--- src/rtl/input_event_pkg.sv ---
// Shared register offsets, event bit indices and input counts for the
// switch/button event controller.
package input_event_pkg;

  localparam int unsigned NUM_SW     = 16;
  localparam int unsigned NUM_BTN    = 4;
  localparam int unsigned NUM_IN     = NUM_SW + NUM_BTN;
  localparam int unsigned NUM_EVENTS = 5;

  localparam logic [31:0] OFF_SWITCHES = 32'h0000_0000;
  localparam logic [31:0] OFF_BUTTONS  = 32'h0000_0004;
  localparam logic [31:0] OFF_EVENTS   = 32'h0000_0008;
  localparam logic [31:0] OFF_IRQ_EN   = 32'h0000_000C;

  localparam int unsigned EV_BTN0 = 0;
  localparam int unsigned EV_BTN1 = 1;
  localparam int unsigned EV_BTN2 = 2;
  localparam int unsigned EV_BTN3 = 3;
  localparam int unsigned EV_SW   = 4;

endpackage

--- src/rtl/input_event_ctrl_debounce.sv ---
// Single-input two-flop synchronizer followed by a stability counter that
// only accepts a new level after DEBOUNCE_CYCLES consecutive differing cycles.
module debounce_bit #(
  parameter int unsigned DEBOUNCE_CYCLES = 1_000_000
) (
  input  logic clk,
  input  logic rst,
  input  logic raw,
  output logic stable
);

  // A one-cycle debounce still needs a 1-bit counter to stay legal
  localparam int unsigned CW   = (DEBOUNCE_CYCLES > 1) ? $clog2(DEBOUNCE_CYCLES) : 1;
  localparam logic [CW-1:0] LAST = CW'(DEBOUNCE_CYCLES - 1);

  logic          sync1;
  logic          sync2;
  logic [CW-1:0] cnt;

  always_ff @(posedge clk) begin
    if (rst) begin
      sync1  <= 1'b0;
      sync2  <= 1'b0;
      stable <= 1'b0;
      cnt    <= '0;
    end else begin
      sync1 <= raw;
      sync2 <= sync1;
      if (sync2 == stable) begin
        cnt <= '0;
      end else if (cnt == LAST) begin
        stable <= sync2;
        cnt    <= '0;
      end else begin
        cnt <= cnt + CW'(1);
      end
    end
  end

endmodule

--- src/rtl/input_event_ctrl.sv ---
// Memory-mapped switch/button controller: debounced levels, sticky W1C
// event flags, interrupt enable and a registered read port.
module input_event_ctrl
  import input_event_pkg::*;
#(
  parameter int unsigned DEBOUNCE_CYCLES = 1_000_000,
  parameter logic [31:0] BASE_ADDR       = 32'h0000_2000
) (
  input  logic        clk,
  input  logic        rst,
  input  logic [31:0] address,
  input  logic        we,
  input  logic [31:0] wdata,
  input  logic [15:0] switches,
  input  logic [3:0]  buttons,
  output logic [31:0] data_out,
  output logic        irq
);

  logic [NUM_IN-1:0]     raw;
  logic [NUM_IN-1:0]     stable;
  logic [NUM_IN-1:0]     stable_q;
  logic [NUM_EVENTS-1:0] events;
  logic [NUM_EVENTS-1:0] irq_en;
  logic [NUM_EVENTS-1:0] ev_set;
  logic [NUM_EVENTS-1:0] ev_clr;
  logic [31:0]           rdata;
  logic                  wr_events;
  logic                  wr_irq_en;
  logic                  unused_wdata;

  // Buttons occupy the low bits, switches the high bits
  assign raw = {switches, buttons};

  for (genvar gi = 0; gi < NUM_IN; gi++) begin : g_db
    debounce_bit #(
      .DEBOUNCE_CYCLES(DEBOUNCE_CYCLES)
    ) u_db (
      .clk   (clk),
      .rst   (rst),
      .raw   (raw[gi]),
      .stable(stable[gi])
    );
  end

  assign wr_events    = we && (address == BASE_ADDR + OFF_EVENTS);
  assign wr_irq_en    = we && (address == BASE_ADDR + OFF_IRQ_EN);
  assign unused_wdata = ^wdata[31:NUM_EVENTS];

  always_comb begin
    ev_set                        = '0;
    ev_set[EV_BTN0 +: NUM_BTN]    = stable[NUM_BTN-1:0] & ~stable_q[NUM_BTN-1:0];
    ev_set[EV_SW]                 = |(stable[NUM_IN-1:NUM_BTN] ^ stable_q[NUM_IN-1:NUM_BTN]);
    ev_clr                        = wr_events ? wdata[NUM_EVENTS-1:0] : '0;
  end

  always_comb begin
    rdata = '0;
    case (address)
      BASE_ADDR + OFF_SWITCHES: rdata = 32'(stable[NUM_IN-1:NUM_BTN]);
      BASE_ADDR + OFF_BUTTONS:  rdata = 32'(stable[NUM_BTN-1:0]);
      BASE_ADDR + OFF_EVENTS:   rdata = 32'(events);
      BASE_ADDR + OFF_IRQ_EN:   rdata = 32'(irq_en);
      default:                  rdata = '0;
    endcase
  end

  // Set is OR-ed after the clear so a simultaneous event survives the W1C
  always_ff @(posedge clk) begin
    if (rst) begin
      stable_q <= '0;
      events   <= '0;
      irq_en   <= '0;
      irq      <= 1'b0;
      data_out <= '0;
    end else begin
      stable_q <= stable;
      events   <= (events & ~ev_clr) | ev_set;
      if (wr_irq_en) begin
        irq_en <= wdata[NUM_EVENTS-1:0];
      end
      irq      <= |(events & irq_en);
      data_out <= rdata;
    end
  end

endmodule

--- config.mk ---
export PLATFORM = sky130hd
export DESIGN_NAME = input_event_ctrl
export DESIGN_NICKNAME = d
export VERILOG_FILES = /design/src/rtl/input_event_pkg.sv /design/src/rtl/input_event_ctrl_debounce.sv /design/src/rtl/input_event_ctrl.sv
export SDC_FILE = /design/constraint.sdc
export NUM_CORES = 1
export LEC_CHECK = 0
export ABC_AREA = 0
export CAP_MARGIN = 10
export CORE_ASPECT_RATIO = 1.5
export CORE_MARGIN = 5
export CORE_UTILIZATION = 30
export DETAILED_ROUTE_END_ITERATION = 8
export PLACE_DENSITY = 0.52
export SYNTH_ARGS = -nofsm -noshare
export SYNTH_HDL_FRONTEND = slang
export SYNTH_SLANG_ARGS = --single-unit
--- constraint.sdc ---
create_clock -name clk -period 2.1 [get_ports clk]
set_input_delay 0.21 -clock clk [delete_from_list [all_inputs] [get_ports clk]]
set_output_delay 0.21 -clock clk [all_outputs]
set_load 0.005 [all_outputs]
; ---- Word-level counts from Yosys, hierarchy flattened
; Cells that the tools add are included.
[word_totals]
register_bits = 523
output_inout_bits = 33
[classes]
add_sub_neg = 20
eq_ne = 44
n_mux = 2
bitwise_logic = 27
n_reduce_logical = 44
[ops]
columns = cell, n
row1 = $add 20x1->20 const B, 20
row2 = $eq 20x20->1 const B, 20
row3 = $eq 32x14->1 const B, 4
row4 = $pmux 16 s4, 1
row5 = $reduce_or 3->1, 20
row6 = $reduce_and 2->1, 20
row7 = $eq 1x1->1, 20
row8 = $not 1->1, 20
row9 = $reduce_or 16->1, 1
row10 = $xor 16x16->16, 1
row11 = $and 5x5->5, 2
row12 = $mux 5, 1
row13 = $not 5->5, 1
row14 = $or 5x5->5, 1
row15 = $reduce_or 5->1, 1
row16 = $and 4x4->4, 1
row17 = $not 4->4, 1
row18 = $logic_and 1x1->1, 2

; ---- Depth between registers and ports, before layout
; Gate-level depths: netlist of run 1.
[logic_depth]
word_depth = 6
ltp_mapped = 7

; ---- By module
; From an unflattened synthesis of run 1, not the netlist that was laid out.
[hier_totals]
cells_unflattened = 2535
area_unflattened_um2 = 22555.4
[by_module_without_submodules]
columns = mod, n_inst, cells_each, area_per_inst_um2, seq_area_each_um2
row1 = debounce_bit (g_db[0].u_db ...), 19, 117, 1023.5, 460.4
row2 = input_event_ctrl, 1, 196, 2102.0, 940.9
row3 = debounce_bit (g_db[9].u_db), 1, 116, 1007.2, 460.4

; ---- Least setup slack after synthesis of run 1
; OpenSTA, ideal clock, no wires.
[synth_timing]
path_type = register to register
from = register g_db[1].u_db.cnt[0]
to = register g_db[1].u_db.cnt[18]
arrival_ns = 1.858
setup_slack_ns = 0.172
stages_incl_launch_ff = 6
path_buffers = 0
period_less_slack_ns = 1.928
path_cell_list = dfxtp_1 ha_1 nand2_1 or4_1 or4_1 a21oi_1
[synth_via]
elab_chain_len = 2
word_cells_on_any_way = 3
cone_classes = add/sub: 1 / eq/ne: 1 / reduce/logical: 1
[synth_rtl]
columns = item, line_no
row1 = start: declaration, input_event_ctrl_debounce.sv:18  ; logic [CW-1:0] cnt;
row2 = start signal: assignment, input_event_ctrl_debounce.sv:35  ; cnt <= cnt + CW'(1);
row3 = branches (longest 2 deep; another with $add 20x1->20), -
; Several ways; the timed one is not identified.
; A chain may end at the register's enable or synchronous reset.

; ---- Final worst setup path of run 1
[layout_timing]
from = register g_db[17].u_db.cnt[11]
to = register g_db[17].u_db.cnt[3]
[layout_via]
elab_chain_len = 2
[layout_rtl]
columns = item, line_no
row1 = start: declaration, input_event_ctrl_debounce.sv:18
row2 = start signal: assignment, input_event_ctrl_debounce.sv:35
row3 = $eq 20x20->1, input_event_ctrl_debounce.sv:31  ; end else if (cnt == LAST) begin
row4 = $reduce_or 3->1 (no source line), -
; No other way between the ends.

==> key figures, run 1 <==
Final layout
  • Fin nets: 2,766
  • Proportion of layout cells with a drive suffix above 1: 9.081%
  • Layout area overhead: 19.45%
  • Filler instances: 7,385
  • Post-layout util: 36.19%

Die
  • Die Y: 341.8 um
  • Core ar.: 72,670 um2
  • Die ar.: 79,010 um2
  • Cell Rows: 121
  • Number of I/O pins: 120
  • Starting Density: 30.29%
  • Chip Width: 231.2 um

Clock network
  • Total CTS buffers: 53
  • Setup bufs post-CTS: 0
  • Clk_lat worst skew: 0.60 ns
  • Maximum root-to-sink buffer count: 3
  • H-tree level count: 2
  • Worst-path clk slew: 0.06 ns
  • Root Buffer: clkbuf_16
  • TritonCTS clock tree: yes
  • Clk sinks: 507

Route
  • Vias per std cell: 4.960
  • Final WL: 48,500 um
  • DRC viols: 0
  • Final ANT Viol Nets: 0
  • Router iterations before antenna repair: 7
  • Via count: 17,970
  • WL/cell: 13.39 um
  • Drt initial violations: 864

Power and ir drop
  • P_leak: 8.002 nW
  • PD cells: 755.7 nW/um2
  • Worst vdd ir: 585.3 uV

Global routing
  • Vias in the first global route: 17,750
  • Largest net degree at the start of global routing: 45
  • Initial antenna violation count: 2
  • GR Util All Layers: 11.97%
  • Total congestion overflow: 0
  • First-pass GRT wire length: 82,370 um

Logic synthesis
  • Post-Syn Instances: 2,510
  • Share of the synthesized area in the top cell type: 46.10%
  • Post-Syn Area: 22,010 um2
  • Area leader, netlist: dfxtp_1
  • Unique masters post-synth: 50
  • Post-synth EDFFs: 0
  • Synth Register Bits: 507
  • Syn_area_per_cell: 8.771 um2
  • Post-synth ARST share: 0%
  • Synth Warn #: 0
  • Most numerous cell in the Yosys netlist: dfxtp_1
  • Sequential-to-total area share from yosys stat: 46.10%
  • Synth Flop Type: dfxtp_1
  • Post-synth top cells: dfxtp_1 (507), nor2_1 (304), xnor2_1 (170), a21oi_1 (153), nand3_1 (149)
  • Top cells by area, synth: dfxtp_1 (46%), xnor2_1 (6.8%), nor2_1 (5.2%)

Timing
  • Final hold violations: 0
  • Slew HR: 60.28%
  • Fin crit share: 96.20%
  • Achievable frequency: 0.4950 GHz
  • Max-slew violations: 0
  • Worst-Margin Slew: 0.5958 ns
  • Min Tclk post-route: 2.020 ns
  • Final setup fails: 0
  • Worst hold margin: 0.1728 ns
  • Clock Skews: 0.03034 ns

Worst setup path
  • R2R Setup Slk: 0.08 ns
  • Critical Path Source Type: flip-flop
  • Crit path kind: reg -> reg
  • Worst Setup End Kind: flip-flop
  • Reg2reg start: g_db[17].u_db.cnt[11]$_SDFF_PP0_
  • Worst-path maximum fanout: 20
  • R2R depth: 5
  • FF-to-FF End: g_db[17].u_db.cnt[3]$_SDFF_PP0_
  • Critical path data arrival time: 2.50 ns
  • Data required, critical path: 2.58 ns

Place
  • Routability cong.: 0.8028
  • Detailed Place HPWL: 35,250 um
  • Port Buffers: 76

Min path
  • Hold Startpoint: switches[2]
  • Worst Hold Class: in -> reg
  • Hold Crit Depth: 2
  • Hold endpoint: g_db[6].u_db.sync1$_SDFF_PP0_

Outcome
  • Outcome: complete, no violations

Run
  • Maxcap violations: 0
## critical path, stage by stage, from the launching register on
cell and delay [ns]:
dfxtp_1 0.33, or4b_1 0.52, or4_1 0.58, o21ai_1 0.19, buf_6 0.21, nor2_1 0.07
## where the power goes
group / switching [W] / internal, W / leakage (nW)
registers: 0.0000300 / 0.00967 / 4.09
clock network: 0.00390 / 0.00592 / 0.884
logic: 0.000176 / 0.000186 / 3.03
## area by class of cell
cell class / instances / area, um2 / share of cell area (%)
Clock inverter: 20 / 306.5 / 1.166
Clock buffer: 74 / 1526 / 5.805
Sequential cell: 507 / 10150 / 38.60
Antenna cell: 3 / 7.507 / 0.02855
Inverter: 93 / 349.1 / 1.327
Tap cell: 922 / 1154 / 4.387
Timing Repair Buffer: 186 / 1659 / 6.309
Multi-Input combinational cell: 1818 / 11150 / 42.38
## timing repair
action,4_1_cts,5_1_grt
hold endpoints to repair,10,0
resized for setup,0,24
hold buffers,1,0
setup endpoints to repair,0,142
## placed cells by master (no fill, tap or decap), types with 11 or more instances in the layout
cell type | synthesis | routed
nor4b_1 | 18 | 18
and3_1 | 34 | 34
nand3_1 | 149 | 149
nor4_1 | 45 | 44
and4_1 | 24 | 24
nand2_1 | 119 | 119
nand4_1 | 84 | 84
o21ai_0 | 97 | 91
a21oi_1 | 153 | 153
clkdlybuf4s50_1 | 0 | 75
or3_1 | 103 | 103
nor2b_1 | 64 | 64
nor2_1 | 304 | 304
o31ai_1 | 58 | 58
or4_1 | 90 | 81
conb_1 | 1 | 16
inv_1 | 93 | 93
and2_1 | 22 | 22
or4b_1 | 14 | 14
buf_4 | 18 | 100
xor2_1 | 93 | 93
dfxtp_1 | 507 | 507
clkbuf_16 | 0 | 54
xnor2_1 | 170 | 170
o21ai_1 | 14 | 11
ha_1 | 20 | 20
nor3_1 | 44 | 44
## metal layers
layer	routed length, um	share of wire, %	vias up	GRT usage (%)
li1	-	-	9149	-
met1	20750	43	8494	13.90
met2	24300	50	258	22.07
met3	2245	4.6	69	2.382
met4	1207	2.5	0	3.692
met5	0	0	-	0
## through the flow
step                      worst slack [ns]  total power, W  setup TNS (ns)  std cells  area, um2
final                              0.07976         0.01987               0       3623      26300
after global routing             -0.009095         0.02063        -0.01939       3620      26290
after global placement            -0.07675         0.01027         -0.5248       3525      24360
after floorplan                     0.1716         0.01009               0       2525      22070
after CTS                         0.002193         0.02025               0       3620      26200
after detailed placement          -0.01653         0.01027        -0.05268       3525      24360
## worst max path at each step
stage	startpoint	endpoint	slack [ns]	cells past startpoint
after detailed placement	address[25]	data_out[9]$_SDFF_PP0_	-0.02	7
final	g_db[17].u_db.cnt[11]$_SDFF_PP0_	g_db[17].u_db.cnt[3]$_SDFF_PP0_	0.08	5
after CTS	g_db[17].u_db.cnt[11]$_SDFF_PP0_	g_db[17].u_db.cnt[3]$_SDFF_PP0_	0.002	5
after floorplan	g_db[1].u_db.cnt[0]$_SDFF_PP0_	g_db[1].u_db.cnt[18]$_SDFF_PP0_	0.17	5
after global routing	g_db[17].u_db.cnt[11]$_SDFF_PP0_	g_db[17].u_db.cnt[3]$_SDFF_PP0_	-0.009	5
after global placement	address[25]	data_out[11]$_SDFF_PP0_	-0.08	7
## state kept, by name (all words and copies together), names as in the netlist
signal / cells
g_db.u_db.sync2: 20
irq_en: 5
g_db.u_db.sync1: 20
data_out: 16
g_db.u_db.cnt: 400
events: 5
irq: 1
g_db.u_db.stable: 20
stable_q: 20
## kinds of logic after synthesis
| kind of cell | Yosys count | synth area share (%) |
|---|---|---|
| muxes | 6 | 0.5058 |
| adders and majority gates | 20 | 1.137 |
| DFF | 507 | 46.10 |
| other | 1 | 0.01703 |
| and+or+nand+nor | 1165 | 28.92 |
| AOI/OAI and AO/OA | 348 | 8.997 |
| buffers and inverters | 200 | 3.859 |
| xor gates and xnor gates | 263 | 10.46 |
No activity file was read; power rests on OpenSTA's default activity.
==> run 2: changes to the inputs <==
--- a/config.mk
+++ b/config.mk
@@ -11,6 +11,7 @@
 export CORE_MARGIN = 5
 export CORE_UTILIZATION = 30
 export DETAILED_ROUTE_END_ITERATION = 8
+export GPL_ROUTABILITY_DRIVEN = 0
 export PLACE_DENSITY = 0.52
 export SYNTH_ARGS = -nofsm -noshare
 export SYNTH_HDL_FRONTEND = slang
==> results of run 2 <==
Same layout as run 1: the final DEF is identical, and so are final timing and power.
